$ cat config.mk
export PLATFORM = sky130hd
export DESIGN_NAME = agc_tpgen
export DESIGN_NICKNAME = d
export VERILOG_FILES = /design/src/rtl/agc_timing_pkg.sv /design/src/rtl/agc_mod_counter.sv /design/src/rtl/agc_tpgen.sv
export SDC_FILE = /design/constraint.sdc
export NUM_CORES = 1
export LEC_CHECK = 0
export CORE_AREA = 3 3 63 65
export CTS_CLUSTER_SIZE = 40
export DETAILED_ROUTE_END_ITERATION = 7
export DIE_AREA = 0 0 66 68
export PLACE_DENSITY = 0.64
export SKIP_CTS_REPAIR_TIMING = 1
export SLEW_MARGIN = 30
export SYNTH_ARGS = -nofsm -noshare
export SYNTH_HDL_FRONTEND = slang
export SYNTH_SLANG_ARGS = --single-unit
$ cat constraint.sdc
create_clock -name SIM_CLK -period 1.8 [get_ports SIM_CLK]
set_input_delay 0.36 -clock SIM_CLK [delete_from_list [all_inputs] [get_ports SIM_CLK]]
set_output_delay 0.36 -clock SIM_CLK [all_outputs]
set_load 0.01 [all_outputs]
$ cat src/rtl/agc_timing_pkg.sv
// ---------------------------------------------------------------------------
// agc_timing_pkg
// Shared definitions for the AGC timepulse generator:
//   - tp_state_e : run/stop/step FSM state encoding
//   - *_DEF      : default geometry (timepulses, phases, clock divider)
//   - cnt_width  : counter width for a modulo-N counter, never narrower than 1
// ---------------------------------------------------------------------------
package agc_timing_pkg;

    typedef enum logic [1:0] {
        ST_RUN      = 2'd0,
        ST_STOPPING = 2'd1,
        ST_STOPPED  = 2'd2,
        ST_STEP     = 2'd3
    } tp_state_e;

    localparam int N_TP_DEF = 12;
    localparam int N_PH_DEF = 4;
    localparam int DIV_DEF  = 2;

    // A modulo-1 counter still needs one storage bit so that port widths
    // stay legal; it simply never leaves 0.
    function automatic int cnt_width(input int modulus);
        return (modulus > 1) ? $clog2(modulus) : 1;
    endfunction

endpackage

$ cat src/rtl/agc_mod_counter.sv
// ---------------------------------------------------------------------------
// agc_mod_counter
// Modulo-MOD counter used for the divider, phase and timepulse stages.
// Ports:
//   SIM_CLK  in   clock, rising edge
//   RESET_   in   synchronous active-low reset
//   clr      in   synchronous clear to 0 (dominates en)
//   en       in   advance by one, wrapping MOD-1 -> 0
//   cnt      out  current count
//   wrap     out  en && cnt == MOD-1 (carry into the next stage)
// ---------------------------------------------------------------------------
module agc_mod_counter
    import agc_timing_pkg::*;
#(
    parameter int MOD = 2
) (
    input  logic                       SIM_CLK,
    input  logic                       RESET_,
    input  logic                       clr,
    input  logic                       en,
    output logic [cnt_width(MOD)-1:0]  cnt,
    output logic                       wrap
);

    localparam int             W       = cnt_width(MOD);
    localparam logic [W-1:0]   CNT_MAX = W'(MOD - 1);

    logic [W-1:0] cnt_q;
    logic [W-1:0] cnt_d;

    assign wrap = en && (cnt_q == CNT_MAX);
    assign cnt  = cnt_q;

    // NOTE: combinational blocks assign a default first so no path leaves
    // cnt_d unassigned, which would otherwise infer a latch.
    always_comb begin
        cnt_d = cnt_q;
        if (clr) begin
            cnt_d = '0;
        end else if (wrap) begin
            cnt_d = '0;
        end else if (en) begin
            cnt_d = cnt_q + W'(1);
        end
    end

    // NOTE: state updates use non-blocking assignments so every flop samples
    // pre-edge values regardless of block ordering.
    always_ff @(posedge SIM_CLK) begin
        if (!RESET_) begin
            cnt_q <= '0;
        end else begin
            cnt_q <= cnt_d;
        end
    end

endmodule

$ cat src/rtl/agc_tpgen.sv
// ---------------------------------------------------------------------------
// agc_tpgen
// Parametrised timepulse generator: divides SIM_CLK into phases and phases
// into timepulses, producing one-hot TP/PHS strobes per memory cycle time
// (MCT), with run/stop, monitor single-step and GOJAM restart.
// Ports:
//   SIM_CLK    in   sole clock
//   RESET_     in   synchronous active-low reset
//   GOJAM_     in   active-low restart to the start of an MCT
//   STOP_REQ   in   request halt at the next MCT end
//   MSTP       in   monitor single-step mode
//   STEP_REQ   in   rising edge while stopped in MSTP runs one MCT
//   TP         out  one-hot timepulse, TP[0] = T01
//   PHS        out  one-hot phase within the timepulse
//   MCT_END    out  pulse on the last cycle of an MCT
//   TLAST_SET  out  pulse on the first cycle of the last timepulse
//   STOPPED    out  high while halted
//   MCT_COUNT  out  16-bit MCT counter (only with AGC_TPGEN_MCTCNT_EN)
// Configuration macro: AGC_TPGEN_MCTCNT_EN adds the MCT_COUNT port.
// ---------------------------------------------------------------------------
module agc_tpgen
    import agc_timing_pkg::*;
#(
    parameter int N_TP = N_TP_DEF,
    parameter int N_PH = N_PH_DEF,
    parameter int DIV  = DIV_DEF
) (
    input  logic             SIM_CLK,
    input  logic             RESET_,
    input  logic             GOJAM_,
    input  logic             STOP_REQ,
    input  logic             MSTP,
    input  logic             STEP_REQ,
    output logic [N_TP-1:0]  TP,
    output logic [N_PH-1:0]  PHS,
    output logic             MCT_END,
    output logic             TLAST_SET,
    output logic             STOPPED
`ifdef AGC_TPGEN_MCTCNT_EN
    ,
    output logic [15:0]      MCT_COUNT
`endif
);

    localparam int DW = cnt_width(DIV);
    localparam int PW = cnt_width(N_PH);
    localparam int TW = cnt_width(N_TP);

    localparam logic [DW-1:0] DIV_MAX = DW'(DIV - 1);
    localparam logic [PW-1:0] PH_MAX  = PW'(N_PH - 1);
    localparam logic [TW-1:0] TP_MAX  = TW'(N_TP - 1);

    tp_state_e       state_q, state_d;
    logic [N_TP-1:0] tp_q, tp_d;
    logic [N_PH-1:0] phs_q, phs_d;
    logic            mct_end_q, mct_end_d;
    logic            tlast_q, tlast_d;
    logic            stopped_q, stopped_d;
    logic            step_prev_q, step_prev_d;

    logic [DW-1:0]   div_cnt, div_n;
    logic [PW-1:0]   ph_cnt, ph_n;
    logic [TW-1:0]   tp_cnt, tp_n;
    logic            div_wrap, ph_wrap, tp_wrap;
    logic            cnt_clr, cnt_en;
    logic            stop_any, step_rise;

    assign stop_any    = STOP_REQ | MSTP;
    assign step_rise   = STEP_REQ & ~step_prev_q;
    assign step_prev_d = STEP_REQ;

    // The counters hold the position currently shown on TP/PHS. They only
    // advance once a position is actually on display, so leaving reset or
    // STOPPED shows position 0 for a full cycle before moving on.
    assign cnt_en  = |tp_q;
    assign cnt_clr = !GOJAM_ || (state_d == ST_STOPPED);

    agc_mod_counter #(.MOD(DIV)) u_div (
        .SIM_CLK (SIM_CLK), .RESET_ (RESET_), .clr (cnt_clr),
        .en      (cnt_en),  .cnt    (div_cnt), .wrap (div_wrap)
    );

    agc_mod_counter #(.MOD(N_PH)) u_ph (
        .SIM_CLK (SIM_CLK), .RESET_ (RESET_), .clr (cnt_clr),
        .en      (div_wrap), .cnt   (ph_cnt), .wrap (ph_wrap)
    );

    agc_mod_counter #(.MOD(N_TP)) u_tp (
        .SIM_CLK (SIM_CLK), .RESET_ (RESET_), .clr (cnt_clr),
        .en      (ph_wrap), .cnt    (tp_cnt), .wrap (tp_wrap)
    );

    // Next-state logic. MCT_END is judged from the registered pulse, i.e. the
    // decision is taken on the edge that closes the last cycle of the MCT.
    always_comb begin
        state_d = state_q;
        if (!GOJAM_) begin
            state_d = ST_RUN;
        end else begin
            case (state_q)
                ST_RUN: begin
                    if (stop_any) state_d = ST_STOPPING;
                end
                ST_STOPPING: begin
                    if (!stop_any)      state_d = ST_RUN;
                    else if (mct_end_q) state_d = ST_STOPPED;
                end
                ST_STOPPED: begin
                    if (!stop_any)                           state_d = ST_RUN;
                    else if (MSTP && !STOP_REQ && step_rise) state_d = ST_STEP;
                end
                ST_STEP: begin
                    if (mct_end_q) state_d = MSTP ? ST_STOPPED : ST_RUN;
                end
            endcase
        end
    end

    // Position the counters take on this edge; the outputs register a decode
    // of it so they line up with the counters in the following cycle.
    always_comb begin
        div_n = div_cnt;
        ph_n  = ph_cnt;
        tp_n  = tp_cnt;
        if (cnt_clr) begin
            div_n = '0;
            ph_n  = '0;
            tp_n  = '0;
        end else begin
            if (div_wrap)    div_n = '0;
            else if (cnt_en) div_n = div_cnt + DW'(1);
            if (ph_wrap)       ph_n = '0;
            else if (div_wrap) ph_n = ph_cnt + PW'(1);
            if (tp_wrap)      tp_n = '0;
            else if (ph_wrap) tp_n = tp_cnt + TW'(1);
        end
    end

    always_comb begin
        stopped_d = (state_d == ST_STOPPED);
        tp_d      = '0;
        phs_d     = '0;
        mct_end_d = 1'b0;
        tlast_d   = 1'b0;
        if (!stopped_d) begin
            tp_d      = N_TP'(1) << tp_n;
            phs_d     = N_PH'(1) << ph_n;
            mct_end_d = (div_n == DIV_MAX) && (ph_n == PH_MAX) && (tp_n == TP_MAX);
            tlast_d   = (div_n == '0) && (ph_n == '0) && (tp_n == TP_MAX);
        end
    end

    // NOTE: every flop here, including the FSM state, is cleared by the
    // synchronous reset so no output is X after the first reset edge.
    always_ff @(posedge SIM_CLK) begin
        if (!RESET_) begin
            state_q     <= ST_RUN;
            tp_q        <= '0;
            phs_q       <= '0;
            mct_end_q   <= 1'b0;
            tlast_q     <= 1'b0;
            stopped_q   <= 1'b0;
            step_prev_q <= 1'b0;
        end else begin
            state_q     <= state_d;
            tp_q        <= tp_d;
            phs_q       <= phs_d;
            mct_end_q   <= mct_end_d;
            tlast_q     <= tlast_d;
            stopped_q   <= stopped_d;
            step_prev_q <= step_prev_d;
        end
    end

    assign TP        = tp_q;
    assign PHS       = phs_q;
    assign MCT_END   = mct_end_q;
    assign TLAST_SET = tlast_q;
    assign STOPPED   = stopped_q;

`ifdef AGC_TPGEN_MCTCNT_EN
    logic [15:0] mct_count_q, mct_count_d;

    // Counts completed MCTs; the increment lands the cycle after MCT_END.
    always_comb begin
        mct_count_d = mct_count_q;
        if (!GOJAM_) begin
            mct_count_d = '0;
        end else if (mct_end_q) begin
            mct_count_d = mct_count_q + 16'd1;
        end
    end

    always_ff @(posedge SIM_CLK) begin
        if (!RESET_) begin
            mct_count_q <= '0;
        end else begin
            mct_count_q <= mct_count_d;
        end
    end

    assign MCT_COUNT = mct_count_q;
`endif

endmodule

Word-level counts from Yosys, hierarchy flattened

Cells that the tools add are included.

Add/sub/neg operators: 3
Bitwise gates (word level): 5
Reductions and logical operators: 16
Shift-type cells: 2
Equal/unequal tests: 8
Mux-type cells: 18

Operator list:

| cell                 | count |
|---|---|
| $mux 2               | 11 |
| $mux 4               | 3 |
| $reduce_or 12->1     | 1 |
| $shl 1x4->12 const A | 1 |
| $eq 2x2->1 const B   | 5 |
| $logic_and 1x1->1    | 9 |
| $eq 4x4->1 const B   | 2 |
| $pmux 2 s4           | 1 |
| $add 4x1->4 const B  | 1 |
| $logic_not 2->1      | 2 |
| $shl 1x2->4 const A  | 1 |
| $mux 1               | 3 |
| $not 1->1            | 3 |
| $add 2x1->2 const B  | 1 |
| $eq 2x1->1 const B   | 1 |
| $logic_not 1->1      | 2 |
| $reduce_or 2->1      | 1 |
| $add 1x1->1 const B  | 1 |
| $and 1x1->1          | 1 |
| $logic_or 1x1->1     | 1 |
| $or 1x1->1           | 1 |

Bits of input ports: 6
Logic and storage cells: 62
Register bits: 29

Longest topological paths before layout

Depth after elaboration: 13
Mapped depth: 8
Gate-level depth less buffers: 7

Cells and area by module

Synthesis repeated with hierarchy kept, for this count alone.

Cells, all modules: 144
Area, all modules: 1,367.6 sq um

By module, submodules not included:

| module                   | area an instance (sq um) | instances | seq. area each (sq um) | cells each |
|---|---|---|---|---|
| agc_tpgen                | 1,016.0                  | 1         | 440.4                  | 110 |
| agc_mod_counter at u_tp  | 195.2                    | 1         | 80.1                   | 19 |
| agc_mod_counter at u_ph  | 107.6                    | 1         | 40.0                   | 11 |
| agc_mod_counter at u_div | 48.8                     | 1         | 20.0                   | 4 |

Worst setup path after synthesis

Ideal clock, no wire load.

Path type: reg2reg
From: register tp_q[6], in the netlist TP[6]
To: register mct_end_q, in the netlist MCT_END
Required time: 1.712 ns
Cell stages (with the launch flop): 8
Arrival time: 1.695 ns
Slack: 0.017 ns
Cell sequence: dfxtp_1 nor4_1 nand3_1 ha_1 nand2_1 a22o_1 o211ai_4 nor4_2

Cells in the longest elaborated chain, start to end: 8

RTL lines:

| what                                            | RTL line                           | text |
|---|---|---|
| start, declared                                 | agc_tpgen.sv:54                    | `logic [N_TP-1:0] tp_q, tp_d;` |
| start signal, assigned                          | agc_tpgen.sv:166                   | `tp_q <= tp_d;` |
| $reduce_or 12->1 (*)                            | agc_tpgen.sv:75                    | `assign cnt_en = \|tp_q;` |
| $logic_and 1x1->1                               | agc_mod_counter.sv:31              | `assign wrap = en && (cnt_q == CNT_MAX);` |
| $logic_and 1x1->1 or $mux 2 (tied branches)     | -                                  |  |
| $mux 4, or another cell as far along            | -                                  |  |
| $mux 4 or $mux 2 (tied branches)                | -                                  |  |
| $mux 4 or $eq 2x2->1 (tied branches)            | agc_tpgen.sv:125, agc_tpgen.sv:148 |  |
| $eq 4x4->1 or $logic_and 1x1->1 (tied branches) | agc_tpgen.sv:148                   | `mct_end_d = (div_n == DIV_MAX) && (ph_n == PH_MAX) && (tp_n == TP_MAX);` |
| $logic_and 1x1->1 (*)                           | agc_tpgen.sv:148                   |  |
| end signal, assigned                            | agc_tpgen.sv:168                   | `mct_end_q <= mct_end_d;` |
| end, declared                                   | agc_tpgen.sv:56                    | `logic mct_end_q, mct_end_d;` |

Every way passes the cells marked *; elsewhere a longest branch is shown, timed or not.
A chain may end at the register's enable or synchronous reset.

Worst setup path after layout

From: register tp_q[3], in the netlist TP[3]
To: register tp_q[0], in the netlist TP[0]

Cells in the longest elaborated chain, start to end: 7

RTL lines:

| what                                        | RTL line              | text |
|---|---|---|
| $reduce_or 12->1 (*)                        | agc_tpgen.sv:75       |  |
| $logic_and 1x1->1 (*) (2 in a row)          | agc_mod_counter.sv:31 |  |
| $mux 4 or $logic_and 1x1->1 (tied branches) | -                     |  |
| $mux 4 (*)                                  | agc_tpgen.sv:134      | `if (tp_wrap) tp_n = '0;` |
| $mux 4 (*)                                  | agc_tpgen.sv:125      | `if (cnt_clr) begin` |
| $shl 1x4->12 (*)                            | agc_tpgen.sv:146      | `tp_d = N_TP'(1) << tp_n;` |

Marks and branches as above.

==> impl_metrics.toml <==
[place]
io_buffers = 24
hpwl_mm = 2.555
gp_congestion = 0.8635
pre_cts_ws_ns = -0.2289
dp.cells = 237
place_area_mm2 = 0.001832

[critical_path]
r2r_start = "TP[3]"
path_cells = "nor4_2 > nand3_1 > ha_4 > a211o_1 > o211ai_1 > nand3_1 > o32ai_2"
r2r_setup_slack_ns = -0.11
startpoint = "TP[3]"
path_buf_inv = 0
worst_path_largest_cell_delay_ns = 0.34
cp_top_family = "compound AO/OA/AOI/OAI gates"
cp-start-kind = "flip-flop"
cpMostUsedCell = "nand3_1"
cp_slowest_cell = "dfxtp_2"
crit_type = "reg -> reg"
critPathArrivalTime_ns = 2.15
cp_max_fo = 8
critPathCaptureType = "flip-flop"
critPathRequiredTime_ns = 2.04

[route]
vias = 1321
drc = 0
drt_iter0_markers = 33
wire_per_inst_um = 14.79
viasPerCell = 5.305
firstDrtPassIters = 4
routed_wl_mm = 3.683
antenna_left = 0

[timing]
layout_min_cycle_time_ns = 1.909
setup_viol = 13
max_slew.worst_pin.slew_ns = 0.4728
layout_setup_ws_ns = -0.1088
post-route-period-util_pct = 106.0
final-max-slew-violation-count = 0
fmax_mhz = 523.9
slew_headroom_pct = 68.43
rsz0062_at_grt = "yes"
timing.clock.skew_ns = 0.007303
finalHoldViolations = 0

[logic_synthesis]
synth_most_common_cell = "dfxtp_1"
ys_warn_count = 0
syn_nets = 157
synth_area_leaders = "dfxtp_1, nor2_1, nor3_1"
seq_area_frac_synth_pct = 41.73
ys_ff_latch = 29
synth_edf_count = 0
syn-instance-count = 148
yosysTopAreaCell = "dfxtp_1"
syn-cell-area_mm2 = 0.001391
synth_cell_types = 45
avgSynthCellArea_um2 = 9.401
synthArstFlopShare_pct = 0
synth_common_cells = "dfxtp_1, nor2_1, nor3_1"
ys.flop_type = "dfxtp_1"
synth.top_cell.area_share_pct = 41.73

[outcome]
violations = "setup timing"
status = "complete, but fails checks"

[floorplan]
num_rows = 21
die_w_um = 66
initial_core_util_pct = 41.05
fp.dieH_um = 68
die_area_mm2 = 0.004488
core_mm2 = 0.003390
ios = 25

[layout]
fin_cells = 249
postLayoutCoreUtil_pct = 62.24
fin_nets = 211
n_antenna_cell = 0
fin_area_mm2 = 0.002110
drive_above_1_share_pct = 33.99
syn2layout_area_growth_pct = 51.62

[clocking]
clock_latency_ns = 0.33
cts_num_sinks = 29
cts_buffers = 5
cts_max_level = 2
cts_root_buf = "clkbuf_4"
tritoncts = "yes"
cts_buffer_depth = 2
clk_pin_slew_worst_paths_ns = 0.09

[grt]
overflow = 0
antenna_found_initial = 0
grtUsageTotal_pct = 17.08
grt_pass1_vias = 1347
grt_pass1_wl_mm = 5.927
grt_max_degree = 15

[power]
powerDensity_mw_per_mm2 = 673.9
ir_worst_vdd_uv = 452.9
power_leakage_nw = 0.8129

[hold_path]
holdCritPathClass = "reg -> reg"
worstHoldStart = "state_q[1]"

[run]
maxCapViolCount = 0
[registers in the layout, indices dropped and copies added (netlist names)]
name / flops
u_div.cnt: 1
STOPPED: 1
MCT_END: 1
TP: 12
TLAST_SET: 1
PHS: 4
u_tp.cnt: 4
step_prev_q: 1
state_q: 2
u_ph.cnt: 2
[worst paths after layout]
path | cells past startpoint | end
setup / recovery | 7 | TP[0]
hold / removal | 2 | state_q[1]
setup reg to reg | 7 | TP[0]
hold reg to reg | 2 | state_q[1]
[cell families after synthesis]
group	share of synthesized area, %
compound gates	20.95
xor+xnor	0.6296
fa+ha+maj	2.698
buf+inv	4.855
flops	41.73
mux	1.439
simple gates	27.70
[through the flow]
step	power (mW)	TNS, ns	hold WS (ns)
2_1_floorplan	0.7141	0	0.4501
3_3_place_gp	0.7558	-1.270	0.5632
3_5_place_dp	0.7577	-2.528	0.5757
4_1_cts	1.409	-2.499	0.6034
5_1_grt	1.478	-2.836	0.6315
6_report	1.422	-0.7227	0.6056
[where the power goes]
part	leakage (nW)	total, mW	internal, mW	switching (mW)
combinational	0.522	0.108	0.0556	0.0523
clock	0.0552	0.659	0.430	0.229
sequential	0.235	0.655	0.649	0.00597
total	0.813	1.42	1.13	0.287
[cells in the final DEF, fill, tap and decap left out, drive strengths merged, types with 3 or more instances in the layout]
master / Yosys / final
nand2: 5 / 5
a21oi: 5 / 5
dfxtp: 29 / 29
a22oi: 4 / 4
o211ai: 3 / 3
clkdlybuf4s50: 0 / 24
clkbuf: 0 / 5
buf: 7 / 30
nor2: 19 / 19
nor3: 9 / 9
and2: 4 / 4
nand3: 5 / 5
ha: 3 / 3
o21ai: 4 / 4
a211oi: 3 / 3
a21o: 3 / 3
nor2b: 6 / 6
nor4: 8 / 8
inv: 4 / 4
[worst min-delay path, delay by kind of cell, from the launching register on]
family,cells,cell delay [ns]
simple gates,1,0.06
flops,1,0.37
compound gates,1,0.13
[final cells by class]
class | instances | area, um2
fill | 272 | 1280
multi-input combinational | 108 | 875.8
inverter | 4 | 15.01
clock buffer | 5 | 37.54
sequential | 29 | 581.8
timing repair buffer | 54 | 476.7
clock inverter | 3 | 65.06
tap | 46 | 57.56
[routing by layer]
| metal | global-route usage [%] | vias up | wire (um) |
|---|---|---|---|
| li1 | - | 652 | - |
| met1 | 19.76 | 633 | 1551 |
| met2 | 30.66 | 31 | 1938 |
| met3 | 3.777 | 5 | 158 |
| met4 | 6.853 | 0 | 34 |
| met5 | 0 | - | 0 |
Power figures use the tool's default switching activity.
